File: config.mk
export PLATFORM = sky130hd
export DESIGN_NAME = ex_mem_reg_flat
export DESIGN_NICKNAME = d
export VERILOG_FILES = /design/src/rtl/cpu_types_pkg.sv /design/src/rtl/ex_mem_if.sv /design/src/rtl/ex_mem_reg.sv /design/src/flat_wrapper.sv
export SDC_FILE = /design/constraint.sdc
export NUM_CORES = 1
export LEC_CHECK = 0
export ABC_CLOCK_PERIOD_IN_PS = 2700
export CAP_MARGIN = 30
export CORE_MARGIN = 2
export CORE_UTILIZATION = 45
export CTS_BUF_LIST = sky130_fd_sc_hd__clkbuf_2
export CTS_CLUSTER_DIAMETER = 80
export DETAILED_ROUTE_END_ITERATION = 16
export PLACE_DENSITY = 0.89
export RECOVER_POWER = 25
export SKIP_CTS_REPAIR_TIMING = 1
export SLEW_MARGIN = 10
export SYNTH_ARGS = -nofsm -noshare
export SYNTH_HDL_FRONTEND = slang
export SYNTH_SLANG_ARGS = --single-unit
File: constraint.sdc
create_clock -name CLK -period 2.7 [get_ports CLK]
set_clock_uncertainty 0.2 [all_clocks]
set_input_delay 0.405 -clock CLK [delete_from_list [all_inputs] [get_ports CLK]]
set_output_delay 0.405 -clock CLK [all_outputs]
set_load 0.1 [all_outputs]
File: src/rtl/cpu_types_pkg.sv
// Shared CPU datapath types: word/register-index typedefs, the EX/MEM
// pipeline payload record and the EX/MEM control state encoding.
package cpu_types_pkg;

  typedef logic [31:0] word_t;
  typedef logic [4:0]  regbits_t;

  localparam word_t RESET_EPC_DEFAULT = 32'h0000_0000;

  typedef enum logic [1:0] {
    RUN    = 2'd0,
    TRAP   = 2'd1,
    HALTED = 2'd2
  } exmem_state_t;

  // Everything the MEM stage sees from the EX/MEM boundary register.
  typedef struct packed {
    logic     valid;
    word_t    pc;
    word_t    alu_out;
    logic     zero;
    logic     neg;
    word_t    store_data;
    regbits_t rd;
    logic     reg_wen;
    logic     dmem_ren;
    logic     dmem_wen;
    logic     halt;
  } exmem_t;

  localparam exmem_t EXMEM_BUBBLE = '0;

endpackage

File: src/rtl/ex_mem_if.sv
// EX/MEM boundary bundle. Modports are named for the pipeline side each
// half faces; directions are as seen by the ex_mem_reg boundary register.
interface ex_mem_if;
  import cpu_types_pkg::*;

  logic     ex_valid;
  word_t    ex_pc;
  word_t    alu_out;
  logic     alu_zero;
  logic     alu_neg;
  logic     alu_over;
  logic     check_over;
  word_t    store_data;
  regbits_t rd_addr;
  logic     reg_wen;
  logic     dmem_ren;
  logic     dmem_wen;
  logic     halt;

  logic     mem_valid;
  logic     mem_reg_wen;
  logic     mem_dmem_ren;
  logic     mem_dmem_wen;
  logic     mem_halt;
  logic     mem_zero;
  logic     mem_neg;
  word_t    mem_pc;
  word_t    mem_alu_out;
  word_t    mem_store_data;
  regbits_t mem_rd;

  modport ex (
    input ex_valid, ex_pc, alu_out, alu_zero, alu_neg, alu_over, check_over,
          store_data, rd_addr, reg_wen, dmem_ren, dmem_wen, halt
  );

  modport mem (
    output mem_valid, mem_reg_wen, mem_dmem_ren, mem_dmem_wen, mem_halt,
           mem_zero, mem_neg, mem_pc, mem_alu_out, mem_store_data, mem_rd
  );

endinterface

File: src/rtl/ex_mem_reg.sv
// EX/MEM pipeline register with overflow-trap and halt tracking.
// Define OVERFLOW_TRAP_EN to enable signed-overflow traps (TRAP state, epc, exc_flush).
module ex_mem_reg
  import cpu_types_pkg::*;
#(
  parameter word_t RESET_EPC = RESET_EPC_DEFAULT
) (
  input  logic  CLK,
  input  logic  nRST,
  input  logic  en,
  input  logic  flush,
  input  logic  exc_ack,
  ex_mem_if.ex  ex,
  ex_mem_if.mem mem,
  output logic  exc_flush,
  output logic  exc_pending,
  output word_t epc,
  output logic  halted
);

  exmem_state_t state, next_state;
  exmem_t       mem_q, capture;
  logic         trap_hit;
  logic         halt_hit;

`ifdef OVERFLOW_TRAP_EN
  assign trap_hit = (state == RUN) && !flush && ex.ex_valid && ex.check_over && ex.alu_over;
`else
  logic unused_ovf;
  assign unused_ovf = ex.check_over ^ ex.alu_over;
  assign trap_hit   = 1'b0;
`endif

  // A trapping instruction never commits its halt.
  assign halt_hit = (state == RUN) && !flush && !trap_hit && ex.ex_valid && ex.halt;

  // Payload to load on the next en-qualified edge.
  always_comb begin
    // NOTE: default first so every path assigns capture and no latch is inferred.
    capture = EXMEM_BUBBLE;
    if (state == RUN && !flush) begin
      capture.valid      = ex.ex_valid;
      capture.pc         = ex.ex_pc;
      capture.alu_out    = ex.alu_out;
      capture.zero       = ex.alu_zero;
      capture.neg        = ex.alu_neg;
      capture.store_data = ex.store_data;
      capture.rd         = ex.rd_addr;
      capture.reg_wen    = ex.reg_wen  & ex.ex_valid;
      capture.dmem_ren   = ex.dmem_ren & ex.ex_valid;
      capture.dmem_wen   = ex.dmem_wen & ex.ex_valid;
      capture.halt       = ex.halt     & ex.ex_valid;
      if (trap_hit) begin
        capture.reg_wen  = 1'b0;
        capture.dmem_ren = 1'b0;
        capture.dmem_wen = 1'b0;
        capture.halt     = 1'b0;
      end
    end
  end

  always_ff @(posedge CLK or negedge nRST) begin
    // NOTE: sequential state uses non-blocking assignments so every register samples pre-edge values.
    if (!nRST) begin
      mem_q <= EXMEM_BUBBLE;
    end else if (en) begin
      mem_q <= capture;
    end
  end

  always_ff @(posedge CLK or negedge nRST) begin
    if (!nRST) begin
      state <= RUN;
    end else begin
      state <= next_state;
    end
  end

  // Leaving TRAP follows the front-end acknowledge, not the MEM-stage stall.
  always_comb begin
    next_state = state;
    unique case (state)
      RUN: begin
        if (en) begin
          if (trap_hit)      next_state = TRAP;
          else if (halt_hit) next_state = HALTED;
        end
      end
      TRAP: begin
        if (exc_ack) next_state = RUN;
      end
      HALTED: next_state = HALTED;
      default: next_state = RUN;
    endcase
  end

  always_comb begin
    halted = (state == HALTED);
`ifdef OVERFLOW_TRAP_EN
    exc_pending = (state == TRAP);
`else
    exc_pending = 1'b0;
`endif
  end

`ifdef OVERFLOW_TRAP_EN
  // exc_flush is a single-cycle pulse even when the stage stalls afterwards.
  always_ff @(posedge CLK or negedge nRST) begin
    if (!nRST) begin
      exc_flush <= 1'b0;
      epc       <= RESET_EPC;
    end else begin
      exc_flush <= en && trap_hit;
      if (en && trap_hit) begin
        epc <= ex.ex_pc;
      end
    end
  end
`else
  assign exc_flush = 1'b0;
  assign epc       = RESET_EPC;
`endif

  assign mem.mem_valid      = mem_q.valid;
  assign mem.mem_pc         = mem_q.pc;
  assign mem.mem_alu_out    = mem_q.alu_out;
  assign mem.mem_zero       = mem_q.zero;
  assign mem.mem_neg        = mem_q.neg;
  assign mem.mem_store_data = mem_q.store_data;
  assign mem.mem_rd         = mem_q.rd;
  assign mem.mem_reg_wen    = mem_q.reg_wen;
  assign mem.mem_dmem_ren   = mem_q.dmem_ren;
  assign mem.mem_dmem_wen   = mem_q.dmem_wen;
  assign mem.mem_halt       = mem_q.halt;

endmodule

File: src/flat_wrapper.sv
// flat-port wrapper written by rule: the top's interface ports become plain ports
module ex_mem_reg_flat import cpu_types_pkg::*;
#(
  parameter word_t RESET_EPC = RESET_EPC_DEFAULT
)
  (CLK, nRST, en, flush, exc_ack, exc_flush, exc_pending, epc, halted, ex_ex_valid, ex_ex_pc, ex_alu_out, ex_alu_zero, ex_alu_neg, ex_alu_over, ex_check_over, ex_store_data, ex_rd_addr, ex_reg_wen, ex_dmem_ren, ex_dmem_wen, ex_halt, mem_mem_valid, mem_mem_reg_wen, mem_mem_dmem_ren, mem_mem_dmem_wen, mem_mem_halt, mem_mem_zero, mem_mem_neg, mem_mem_pc, mem_mem_alu_out, mem_mem_store_data, mem_mem_rd);
  ex_mem_if ex_i ();
  ex_mem_if mem_i ();
  input  logic CLK;
  input  logic nRST;
  input  logic en;
  input  logic flush;
  input  logic exc_ack;
  output logic exc_flush;
  output logic exc_pending;
  output word_t epc;
  output logic halted;
  input wire logic [$bits(ex_i.ex_valid)-1:0] ex_ex_valid;
  input wire logic [$bits(ex_i.ex_pc)-1:0] ex_ex_pc;
  input wire logic [$bits(ex_i.alu_out)-1:0] ex_alu_out;
  input wire logic [$bits(ex_i.alu_zero)-1:0] ex_alu_zero;
  input wire logic [$bits(ex_i.alu_neg)-1:0] ex_alu_neg;
  input wire logic [$bits(ex_i.alu_over)-1:0] ex_alu_over;
  input wire logic [$bits(ex_i.check_over)-1:0] ex_check_over;
  input wire logic [$bits(ex_i.store_data)-1:0] ex_store_data;
  input wire logic [$bits(ex_i.rd_addr)-1:0] ex_rd_addr;
  input wire logic [$bits(ex_i.reg_wen)-1:0] ex_reg_wen;
  input wire logic [$bits(ex_i.dmem_ren)-1:0] ex_dmem_ren;
  input wire logic [$bits(ex_i.dmem_wen)-1:0] ex_dmem_wen;
  input wire logic [$bits(ex_i.halt)-1:0] ex_halt;
  output wire logic [$bits(mem_i.mem_valid)-1:0] mem_mem_valid;
  output wire logic [$bits(mem_i.mem_reg_wen)-1:0] mem_mem_reg_wen;
  output wire logic [$bits(mem_i.mem_dmem_ren)-1:0] mem_mem_dmem_ren;
  output wire logic [$bits(mem_i.mem_dmem_wen)-1:0] mem_mem_dmem_wen;
  output wire logic [$bits(mem_i.mem_halt)-1:0] mem_mem_halt;
  output wire logic [$bits(mem_i.mem_zero)-1:0] mem_mem_zero;
  output wire logic [$bits(mem_i.mem_neg)-1:0] mem_mem_neg;
  output wire logic [$bits(mem_i.mem_pc)-1:0] mem_mem_pc;
  output wire logic [$bits(mem_i.mem_alu_out)-1:0] mem_mem_alu_out;
  output wire logic [$bits(mem_i.mem_store_data)-1:0] mem_mem_store_data;
  output wire logic [$bits(mem_i.mem_rd)-1:0] mem_mem_rd;
  assign ex_i.ex_valid = ex_ex_valid;
  assign ex_i.ex_pc = ex_ex_pc;
  assign ex_i.alu_out = ex_alu_out;
  assign ex_i.alu_zero = ex_alu_zero;
  assign ex_i.alu_neg = ex_alu_neg;
  assign ex_i.alu_over = ex_alu_over;
  assign ex_i.check_over = ex_check_over;
  assign ex_i.store_data = ex_store_data;
  assign ex_i.rd_addr = ex_rd_addr;
  assign ex_i.reg_wen = ex_reg_wen;
  assign ex_i.dmem_ren = ex_dmem_ren;
  assign ex_i.dmem_wen = ex_dmem_wen;
  assign ex_i.halt = ex_halt;
  assign mem_mem_valid = mem_i.mem_valid;
  assign mem_mem_reg_wen = mem_i.mem_reg_wen;
  assign mem_mem_dmem_ren = mem_i.mem_dmem_ren;
  assign mem_mem_dmem_wen = mem_i.mem_dmem_wen;
  assign mem_mem_halt = mem_i.mem_halt;
  assign mem_mem_zero = mem_i.mem_zero;
  assign mem_mem_neg = mem_i.mem_neg;
  assign mem_mem_pc = mem_i.mem_pc;
  assign mem_mem_alu_out = mem_i.mem_alu_out;
  assign mem_mem_store_data = mem_i.mem_store_data;
  assign mem_mem_rd = mem_i.mem_rd;
  ex_mem_reg #(.RESET_EPC(RESET_EPC)) u_core (.CLK(CLK), .nRST(nRST), .en(en), .flush(flush), .exc_ack(exc_ack), .ex(ex_i), .mem(mem_i), .exc_flush(exc_flush), .exc_pending(exc_pending), .epc(epc), .halted(halted));
endmodule
* After elaboration in Yosys (flattened, before gate mapping)
Index checks and enable logic that the tools add are counted.
Word-level totals: register bits 110, bits of input ports 115, output and inout bits 143, word-level logic and storage cells 32
Cells by class: eq/ne operators 5, multiplexer cells 5, bitwise operators 4, reduce and logical (&&, ||, !) cells 6
Operators by type and width (number):
- two-way mux 108 bit | 1
- two-way mux 2 bit | 3
- case mux 2 bit (3 select lines) | 1
- bitwise AND 1 bit | 4
- inequality test 2 bit (second input constant) | 2
- logical AND 1 bit | 3
- AND reduction 3 bit | 1
- == test 2 x 1 -> 1 bit (second input constant) | 1
- == test 2 bit (second input constant) | 1
- zero test 2 bit | 1
- inequality test 2 x 1 -> 1 bit (second input constant) | 1
- zero test 1 bit | 1

* Longest topological paths before layout
Gate-level depths: netlist of run 1.
depth in word-level cells 7, mapped depth 5, depth with buffers taken out 2

* Worst setup path before layout of run 1
Ideal clock, no wire load.
path kind flip-flop to flip-flop, start register u_core.state[1], end register u_core.mem_q, in the netlist u_core.mem.mem_alu_out[10], library setup time 0.130 ns, arrival time 1.662 ns, required time 2.370 ns, slack 0.708 ns, cell stages (with the launch flop) 6, path buffers 3, period minus slack after synthesis 1.992 ns, cells stage by stage dfrtp_1 -> or2_1 -> clkbuf_1 -> buf_6 -> buf_6 -> o22ai_2
Between the ends: word-level cells in the longest chain between the ends 3
RTL lines:
- start, declared | RTL line ex_mem_reg.sv:21 | exmem_state_t state, next_state;
- start signal, assigned | RTL line ex_mem_reg.sv:75 | state <= next_state;
- zero test 2 bit | RTL line ex_mem_reg.sv:41 | if (state == RUN && !flush) begin
- logical AND 1 bit | RTL line ex_mem_reg.sv:41
- two-way mux 108 bit | RTL line ex_mem_reg.sv:41
- end signal, assigned | RTL line ex_mem_reg.sv:67 | mem_q <= capture;
- end, declared | RTL line ex_mem_reg.sv:22 | exmem_t mem_q, capture;
Every way passes these cells. A chain may end at the register's enable or synchronous reset.

==> results of run 1 <==
==> registers in the layout, summed over array words and instances, names as in the netlist <==
signal,flops
u_core.mem.mem_store_data,32
u_core.mem.mem_dmem_ren,1
u_core.mem.mem_alu_out,32
u_core.mem.mem_halt,1
u_core.mem.mem_zero,1
u_core.mem.mem_rd,5
u_core.mem.mem_neg,1
u_core.mem.mem_reg_wen,1
u_core.mem.mem_pc,32
u_core.state,1
u_core.mem.mem_valid,1
u_core.mem.mem_dmem_wen,1
==> how the worst max path moves through the flow <==
stage	cells after the start	slack, ns	to	startpoint
floorplan	5	0.71	u_core.mem.mem_alu_out[10]	u_core.state[1]
global placement	4	0.80	u_core.mem.mem_store_data[22]	flush
detailed placement	4	0.77	u_core.mem.mem_store_data[22]	flush
CTS	1	0.71	halted	u_core.state[1]
global route	3	0.50	u_core.mem.mem_alu_out[17]	nRST
finish	3	0.67	u_core.mem.mem_alu_out[10]	nRST
==> synthesized netlist by cell type <==
master,n
a41o_1,2
buf_2,14
buf_4,36
buf_6,8
clkbuf_1,12
conb_1,1
dfrtp_1,109
inv_1,108
mux2i_1,1
nand2_1,106
nor2_1,1
nor2b_1,1
o22ai_1,36
o22ai_2,70
or2_1,1
or3b_2,1
==> final cells by class <==
cell class / count / share of cell area (%)
sequential: 109 / 38.1
timing repair buffer: 231 / 29.0
multi-input combinational: 253 / 23.5
inverter: 108 / 5.67
tap: 143 / 2.50
clock buffer: 14 / 0.979
clock inverter: 2 / 0.140
==> through the flow <==
| stage | hold WS [ns] | total power [mW] | util, % |
|---|---|---|---|
| floorplan | -0.0906 | 2.36 | - |
| global route | 0.0138 | 3.36 | 63.2 |
| finish | 0.0492 | 3.22 | 63.2 |
| CTS | -0.428 | 3.26 | 63.2 |
| global placement | 0.262 | 2.60 | 62.5 |
| detailed placement | 0.270 | 2.61 | 62.5 |
==> layout by cell type (no fill, tap or decap), drive strengths merged <==
cell           count
or2                1
a41o               2
conb              34
clkinv             2
clkdlybuf4s50    109
mux2i              1
or3b               1
o22ai            106
buf              118
nor2               1
dfrtp            109
nand2            106
inv              108
clkbuf            17
dlygate4sd3        1
nor2b              1
==> critical path, cell delays in order <==
cell and delay, ns:
dlygate4sd3_1 0.53, clkbuf_2 0.93, clkbuf_1 0.61
==> kinds of logic (layout without fill, tap and decap cells) <==
| family | after synthesis | in the layout |
|---|---|---|
| other | 1 | 34 |
| multiplexers | 1 | 1 |
| AND/OR/NAND/NOR | 110 | 110 |
| flip-flops | 109 | 109 |
| buffers and inverters | 178 | 355 |
| AO/OA/AOI/OAI | 108 | 108 |
==> power breakdown <==
group	total (mW)	internal [mW]	switching, mW
Clock	0.635	0.138	0.496
Combinational	0.895	0.254	0.642
Sequential	1.69	1.67	0.0186
==> layer usage <==
layer,vias up,global-route usage (%),part of all wire [%],wire [µm]
met5,-,0,0,0
met4,0,7.65,2.4,299
met3,24,5.63,7.6,933
met2,183,34.7,49,6100
met1,1882,24.3,41,5020
li1,1958,-,-,-
==> results.md, run 1 <==
* Critical R2R Capture: u_core.mem.mem_rd[3]
* Setup_tns at 0 ns
* Worst IR Drop VDD at just under 0.3 mV
* Number of global-route vias before repair at ~4,200
* Leading post-synthesis cells by cell area: dfrtp_1, o22ai_2, inv_1
* Required time worst endpoint at 3.16 ns
* Yosys warning count at 0
* Adder-Cell Fraction of Synth Area at 0%
* Cell variety after synth at 16
* P per Cell Area at 450 nW/µm²
* Area after DPL at roughly 7100 µm²
* CTS Buf Count at 9
* DRC viols at 0
* Seq/Total Area, Yosys at 52.8%
* Status: finished clean
* Routed len/inst at around 14 µm
* Final hold violations at 0
* Nets at a little over 800
* WL final at 12,300 µm
* First-pass GRT wire length at a little over 20,000 µm
* Reg2Reg Setup Slack at around 1.3 ns
* FF/Latch Area at 2730 µm²
* Xor and xnor fraction of the mapped netlist area at 0%
* Port Buffers at 220
* Max_cap viols at 0
* Area used by multi-input combinational logic at between 1500 and 2000 µm²
* Clk root buf: clkbuf_2
* Largest net degree at the start of global routing at 66
* Area Growth Syn to Fin at 38.5%
* Cell leakage power at roughly 3.3 nW
* H-tree depth reported by CTS at 3
* Slew HR at between 10% and 20%
* Cell count after synthesis at approximately 510
* Mapped Area at approximately 5200 µm²
* Worst Max-Slew Pin Slew at 1.26 ns
* Post-route ant nets at 0
* Fmax at a little under 500 MHz
* HP Start: en
* Largest family of logic cells by synthesized area: compound AO/OA/AOI/OAI gates
* FP Rows at 39
* Compound-gate portion of the synthesized area at a little over a fifth
* Finished Cell Area at between 7000 and 8000 µm²
* Routability cong. at 0.839
* Pre-CTS WS at slightly below 0.8 ns
* Via Count at a little over 4,000
* Number of diodes at 0
* Grt ovf at 0
* Kind of end point of the critical path: asynchronous set/reset pin
* Die H at ~110 µm
* Core area at approximately 11,000 µm²
* Synth top area share at around 53%
* CTS max path bufs at 2
* Number of top-level pins at 258
* CTS tree: done
* Share of layout cells above drive strength 1 at 28.9%
* Worst-path fanout max at between 40 and 50
* Vias per inst at around 4.7
* Latest clock arrival within the worst-skew pair at approximately 0.52 ns
* Max-slew violations at 0
* Layout Cells excl Fill at 860
* Die width at 111 µm
* Hold Path Sink: u_core.mem.mem_pc[31]
* Mean Syn Cell Area at about 10 µm²
* Starting Density at between 40% and 50%
* Worst setup margin at ~0.67 ns
* R2r startpoint: u_core.state[1]
* Synth area leader: dfrtp_1
* Post-Place Cells at 843
* FF+latch count, synth at 109
* CP Launch Type: input pin
* 1st-iter DRT viols at 171
* Die area at roughly 12,000 µm²
* Post-synthesis mux area share at less than 1%
* Fill cell count at between 800 and 900
* CTS clk-pin slew, worst paths at about 0.26 ns
* Crit path time final at slightly above 2 ns
* Crit path kind: in2async
* Worst hold stages at 3
* CP arrival at roughly 2.5 ns
* Clock sink count at 109
* Hpwl dp at slightly below 9000 µm
* Min-delay worst type: in2reg
* RSZ-0062 raised after global routing: false
* R2R cell count at 3
* Drt pass-1 iters at 4
* Crit share post-route at about 75%
* Setup Viol. Count Final at 0
* Initial antenna violation count at 0
* Synth Area in Simple Gates at 8.19%
* GR Util All Layers at between 20% and 30%
Power figures use the tool's default switching activity.
==> run 2, diff against run 1 <==
- ABC_CLOCK_PERIOD_IN_PS: 2700 -> 1700
- CORE_UTILIZATION: 45 -> 38
- PLACE_DENSITY: 0.89 -> 0.8
- clock period: 2.7 -> 1.7 ns (I/O delays scaled with it)
==> run 2 against run 1 <==
Effect of this change: the flow now finishes with violations (setup timing); first-iteration DRC count rose by 46%; combinational power up 110%; wire length up 50%; critical path depth shrank 2; clock-buffer cell count shrank 1; cell area increased by 39%; core utilization grew 12 points; sequential power increased by 60%; final cell count grew 21%; via count increased by 21%; largest power group unchanged; highest routed layer unchanged.
==> results.md, run 2 (synthesis results as in run 1) <==
* Required time worst endpoint at 1.24 ns (-1.92 ns)
* Commonest non-fill, non-tap cells in the layout: buf_12, dlygate4sd3_1, clkdlybuf4s50_1
* Die area at 14,500 µm² (+18%)
* Worst setup margin at -0.0739 ns (-0.739 ns)
* Crit path kind: reg2out
* Area Growth Syn to Fin at 93.0%
* 1st-iter DRT viols at 249 (+46%)
* Nets at 971 (+17%)
* Starting Density at 39.0% (-6.6 points)
* Max_cap viols at 0 (unchanged)
* Die width at 121 µm (+8.5%)
* CTS clk-pin slew, worst paths at 0.29 ns (+0.03 ns)
* FP Rows at 42 (+7.7%)
* CP top delay family: flip-flops
* Fmax at ~560 MHz
* Crit path time final at 1.77 ns
* CP Launch Type: flop
* Slew HR at 65.6% (+49 points)
* First-pass GRT wire length at 22,700 µm (+11%)
* Kind of end point of the critical path: output pin
* Number of global-route vias before repair at 4,429 (+5.9%)
* Worst Max-Slew Pin Slew at 0.514 ns (-0.744 ns)
* H-tree depth reported by CTS at 3 (unchanged)
* Cell leakage power at 4.26 nW (+29%)
* CTS tree: done
* Via Count at 4,888 (+21%)
* CTS Buf Count at 9 (unchanged)
* Post-route ant nets at 0 (unchanged)
* Slowest CP cell: dfrtp_4
* CP arrival at 1.32 ns (-1.18 ns)
* P per Cell Area at 561 nW/µm² (+25%)
* Share of layout cells above drive strength 1 at 28.7% (-0.18 points)
* Initial antenna violation count at 0 (unchanged)
* Number of diodes at 0 (unchanged)
* Reg2Reg Setup Slack at 0.01 ns (-1.25 ns)
* Clock sink count at 109 (unchanged)
* Latest clock arrival within the worst-skew pair at 0.58 ns (+0.06 ns)
* Failing checks: setup timing
* Drt pass-1 iters at 4 (unchanged)
* Core area at 13,200 µm² (+17%)
* Port Buffers at 220 (unchanged)
* Worst IR Drop VDD at 0.424 mV (+46%)
* Vias per inst at 4.71 (+0.17%)
* Hpwl dp at 10,900 µm (+21%)
* Crit share post-route at 104%
* Routed len/inst at 17.9 µm (+25%)
* Die H at 121 µm (+8.5%)
* GR Util All Layers at 19.9% (-0.25 points)
* WL final at 18,600 µm (+50%)
* DRC viols at 0 (unchanged)
* Setup Viol. Count Final at 43 (+43)
* Number of top-level pins at 258 (unchanged)
* Worst-path fanout max at 2 (-96%)
* Status: finished, violations left
* Grt ovf at 0 (unchanged)
* Post-Place Cells at 883 (+4.7%)
* RSZ-0062 raised after global routing: true
* CP bufs+invs at 1 (-2)
* Cell Chain, Critical Path: buf_12
* CTS max path bufs at 2 (unchanged)
* Final hold violations at 0 (unchanged)
* Min-delay worst type: in2reg
* Crit-path max cell delay at 0.56 ns (-0.37 ns)
* Max-slew violations at 0 (unchanged)
* Routability cong. at 0.757 (-9.7%)
* Commonest non-fill, non-tap cell in the layout: buf_12
* Layout Cells excl Fill at 1,037 (+21%)
* Worst hold slack at 0.0754 ns (+0.0263 ns)
* Largest net degree at the start of global routing at 65 (-1.5%)
* Clk root buf: clkbuf_2
run 2: changes by cell type in the layout (fill, tap and decap cells not counted), sizes merged:
cell | previous run | this run
clkbuf | 17 | 15
buf | 118 | 155
dlygate4sd3 | 1 | 109
clkinv | 2 | 3
run 2: metal layers:
metal | vias up | routed length [µm] | track usage (%)
li1 | 2240 | - | -
met3 | 20 | 1490 | 7.26
met2 | 213 | 10200 | 35.0
met4 | 0 | 248 | 7.27
met5 | - | 0 | 0
met1 | 2415 | 6660 | 22.1
run 2: worst paths after layout:
kind | startpoint | end | cells after the start
setup / recovery | u_core.state[1] | halted | 1
hold / removal | ex_ex_pc[8] | u_core.mem.mem_pc[8] | 3
setup reg to reg | u_core.state[1] | u_core.mem.mem_store_data[28] | 4
hold reg to reg | u_core.mem.mem_pc[0] | u_core.mem.mem_pc[0] | 2
max in group asynchronous | nRST | u_core.mem.mem_store_data[31] | 4
min in group asynchronous | nRST | u_core.mem.mem_store_data[29] | 3
run 2: layout make-up:
cell class	count	area [µm²]
repair buffers	375	4820
fillers	736	3270
flip-flops and latches	109	2730
multi-input cells	253	1720
inverters	108	405
well taps	176	220
clock buffers	13	65.1
clock inverters	3	12.5
run 2: report_power, final:
| part | total, mW | switching (mW) | internal [mW] |
|---|---|---|---|
| Combinational | 1.85 | 1.12 | 0.727 |
| Clock | 1.03 | 0.828 | 0.206 |
| Sequential | 2.71 | 0.0590 | 2.65 |
run 2: stage by stage:
| step | TNS (ns) | area, µm² | util (%) | power, mW | worst slack, ns |
|---|---|---|---|---|---|
| detailed placement | -1.10 | 8560 | 64.6 | 4.33 | -0.0466 |
| global placement | 0 | 8560 | 64.6 | 4.31 | 0.0104 |
| CTS | -8.25 | 8640 | 65.2 | 5.37 | -0.191 |
| floorplan | 0 | 5290 | - | 3.75 | 0.0499 |
| finish | -0.823 | 9970 | 75.3 | 5.59 | -0.0739 |
| global route | -11.42 | 9970 | 75.3 | 5.82 | -0.186 |
==> run 3, diff against run 2 <==
- ABC_CLOCK_PERIOD_IN_PS: 1700 -> 2300
- CORE_UTILIZATION: 38 -> 45
- PLACE_DENSITY: 0.8 -> 0.89
- clock period: 1.7 -> 2.3 ns (I/O delays scaled with it)
==> run 3 against run 2 <==
Effect of this change: largest cell class is now sequential cells; the flow finishes with violations (capacitance limit, slew limit); critical path depth is the same; non-clock buffer count shrank 132; highest routed layer unchanged; critical endpoint unchanged; sequential power is 27% lower.
==> results.md, run 3 (synthesis results as in run 1) <==
* Clock sink count at 109 (unchanged)
* CP Launch Type: flop
* Number of top-level pins at 258 (unchanged)
* CTS max path bufs at 2 (unchanged)
* Area used by multi-input combinational logic at 1680 µm² (-1.8%)
* Commonest non-fill, non-tap cell in the layout: buf_4
* Finished Cell Area at 7250 µm² (-27%)
* Worst Max-Slew Pin Slew at 1.52 ns (+1.00 ns)
* First-pass GRT wire length at 20,000 µm (-12%)
* Crit share post-route at 83.1%
* Crit path time final at between 1.5 and 2 ns
* 1st-iter DRT viols at 280 (+12%)
* Nets at 839 (-14%)
* Latest clock arrival within the worst-skew pair at 0.57 ns (about the same)
* Worst-path fanout max at 5 (+3)
* Slowest CP cell: dfrtp_1
* Post-Route M1 WL at 4880 µm (-27%)
* CP arrival at 1.37 ns (+0.05 ns)
* Routability cong. at 0.851 (+12%)
* GR Util All Layers at 20.1% (+0.12 points)
* Number of diodes at 0 (unchanged)
* Die H at 111 µm (-7.8%)
* P per Cell Area at 522 nW/µm² (-6.9%)
* Min-delay worst type: in2reg
* H-tree depth reported by CTS at 3 (unchanged)
* Reg2Reg Setup Slack at 0.83 ns (+0.82 ns)
* CP bufs+invs at 1 (unchanged)
* WL met3 at 971 µm (-35%)
* Clk root buf: clkbuf_2
* Kind of end point of the critical path: output pin
* Worst hold stages at 3 (unchanged)
* Routed len/inst at 14.5 µm (-19%)
* RSZ-0062 raised after global routing: false
* Highest routed metal layer: met4
* Drt pass-1 iters at 4 (unchanged)
* Required time worst endpoint at 1.75 ns (+0.51 ns)
* Post-route ant nets at 0 (unchanged)
* Vias per inst at 4.78 (+1.5%)
* CTS Buf Count at 9 (unchanged)
* Crit path kind: reg2out
* Fill cell count at 900 (+22%)
* CTS clk-pin slew, worst paths at 0.26 ns (-0.03 ns)
* Hold Path Sink: u_core.mem.mem_store_data[28]
* Initial antenna violation count at 0 (unchanged)
* Setup Viol. Count Final at 0 (-100%)
* Core area at 11,300 µm² (-15%)
* Crit-path max cell delay at 0.47 ns (-0.09 ns)
* Fmax at around 520 MHz
* Max_cap viols at 1 (+1)
* Die area at 12,400 µm² (-15%)
* FF/Latch Area at 2730 µm² (-0.14%)
* CTS tree: done
* CP top delay family: flip-flops
* Hpwl dp at 8960 µm (-17%)
* Share of layout cells above drive strength 1 at 28.5% (-0.16 points)
* Routed wl met2 at 6340 µm (-38%)
* Starting Density at 45.6% (+6.6 points)
* R2R cell count at 3 (-1)
* Commonest non-fill, non-tap cells in the layout: buf_4, clkdlybuf4s50_1, dfrtp_1
* Max-slew violations at 35 (+35)
* Failing checks: capacitance limit, slew limit
* Die width at 111 µm (-7.8%)
* Grt ovf at 0 (unchanged)
* Via Count at 4,172 (-15%)
* Cell leakage power at 3.36 nW (-21%)
* R2r startpoint: u_core.state[1]
* DRC viols at 0 (unchanged)
* Slew HR at -1.22% (-67 points)
* Port Buffers at 220 (unchanged)
* Largest net degree at the start of global routing at 74 (+14%)
* Setup_tns at 0 ns (+0.823 ns)
* HP Start: ex_store_data[28]
* WL final at 12,700 µm (-32%)
* FP Rows at 39 (-7.1%)
* Worst setup startpoint: u_core.state[1]
* Worst IR Drop VDD at 0.412 mV (-2.7%)
* Critical R2R Capture: u_core.mem.mem_rd[3]
* Status: finished, violations left
* Cell Chain, Critical Path: buf_4
* Number of global-route vias before repair at 4,165 (-6.0%)
* Final hold violations at 0 (unchanged)
* Area after DPL at 7080 µm² (-17%)
* Area Growth Syn to Fin at 40.4%
* Pwr Total at 3.79 mW (-32%)
## run 3: worst max-delay path by stage
stage                                               end  slack (ns)  depth (start not counted)
after floorplan              u_core.mem.mem_alu_out[10]        0.31                          5
after global routing      u_core.mem.mem_store_data[22]        0.24                          3
final                                            halted        0.39                          1
after global placement       u_core.mem.mem_alu_out[31]        0.48                          4
after detailed placement           u_core.mem.mem_rd[3]        0.44                          4
after CTS                                        halted        0.30                          1
## run 3: report_power, final
| group | total [mW] | internal, mW | switching [mW] |
|---|---|---|---|
| Sequential | 1.98 | 1.96 | 0.0216 |
| Clock | 0.745 | 0.152 | 0.592 |
| Combinational | 1.06 | 0.307 | 0.757 |
## run 3: routing by layer
metal	global-route usage, %	vias to the layer above
met5	0	-
met4	10.5	0
met3	5.85	35
met2	33.7	188
met1	23.3	1960
li1	-	1989
## run 3: final cells by class
| class | instances | area share (%) |
|---|---|---|
| well taps | 143 | 2.47 |
| clock buffers | 13 | 0.897 |
| inverters | 108 | 5.59 |
| clock inverters | 3 | 0.173 |
| repair buffers | 243 | 30.0 |
| flip-flops and latches | 109 | 37.6 |
| multi-input cells | 253 | 23.2 |
## run 3: through the flow
stage | hold slack, ns | setup WS [ns] | std cells | util (%)
final | 0.0581 | 0.389 | 872 | 64.1
after global routing | 0.00127 | 0.241 | 872 | 64.1
after CTS | -0.588 | 0.296 | 860 | 63.2
after detailed placement | 0.148 | 0.440 | 844 | 62.6
after global placement | 0.140 | 0.480 | 844 | 62.6
after floorplan | -0.151 | 0.308 | 540 | -
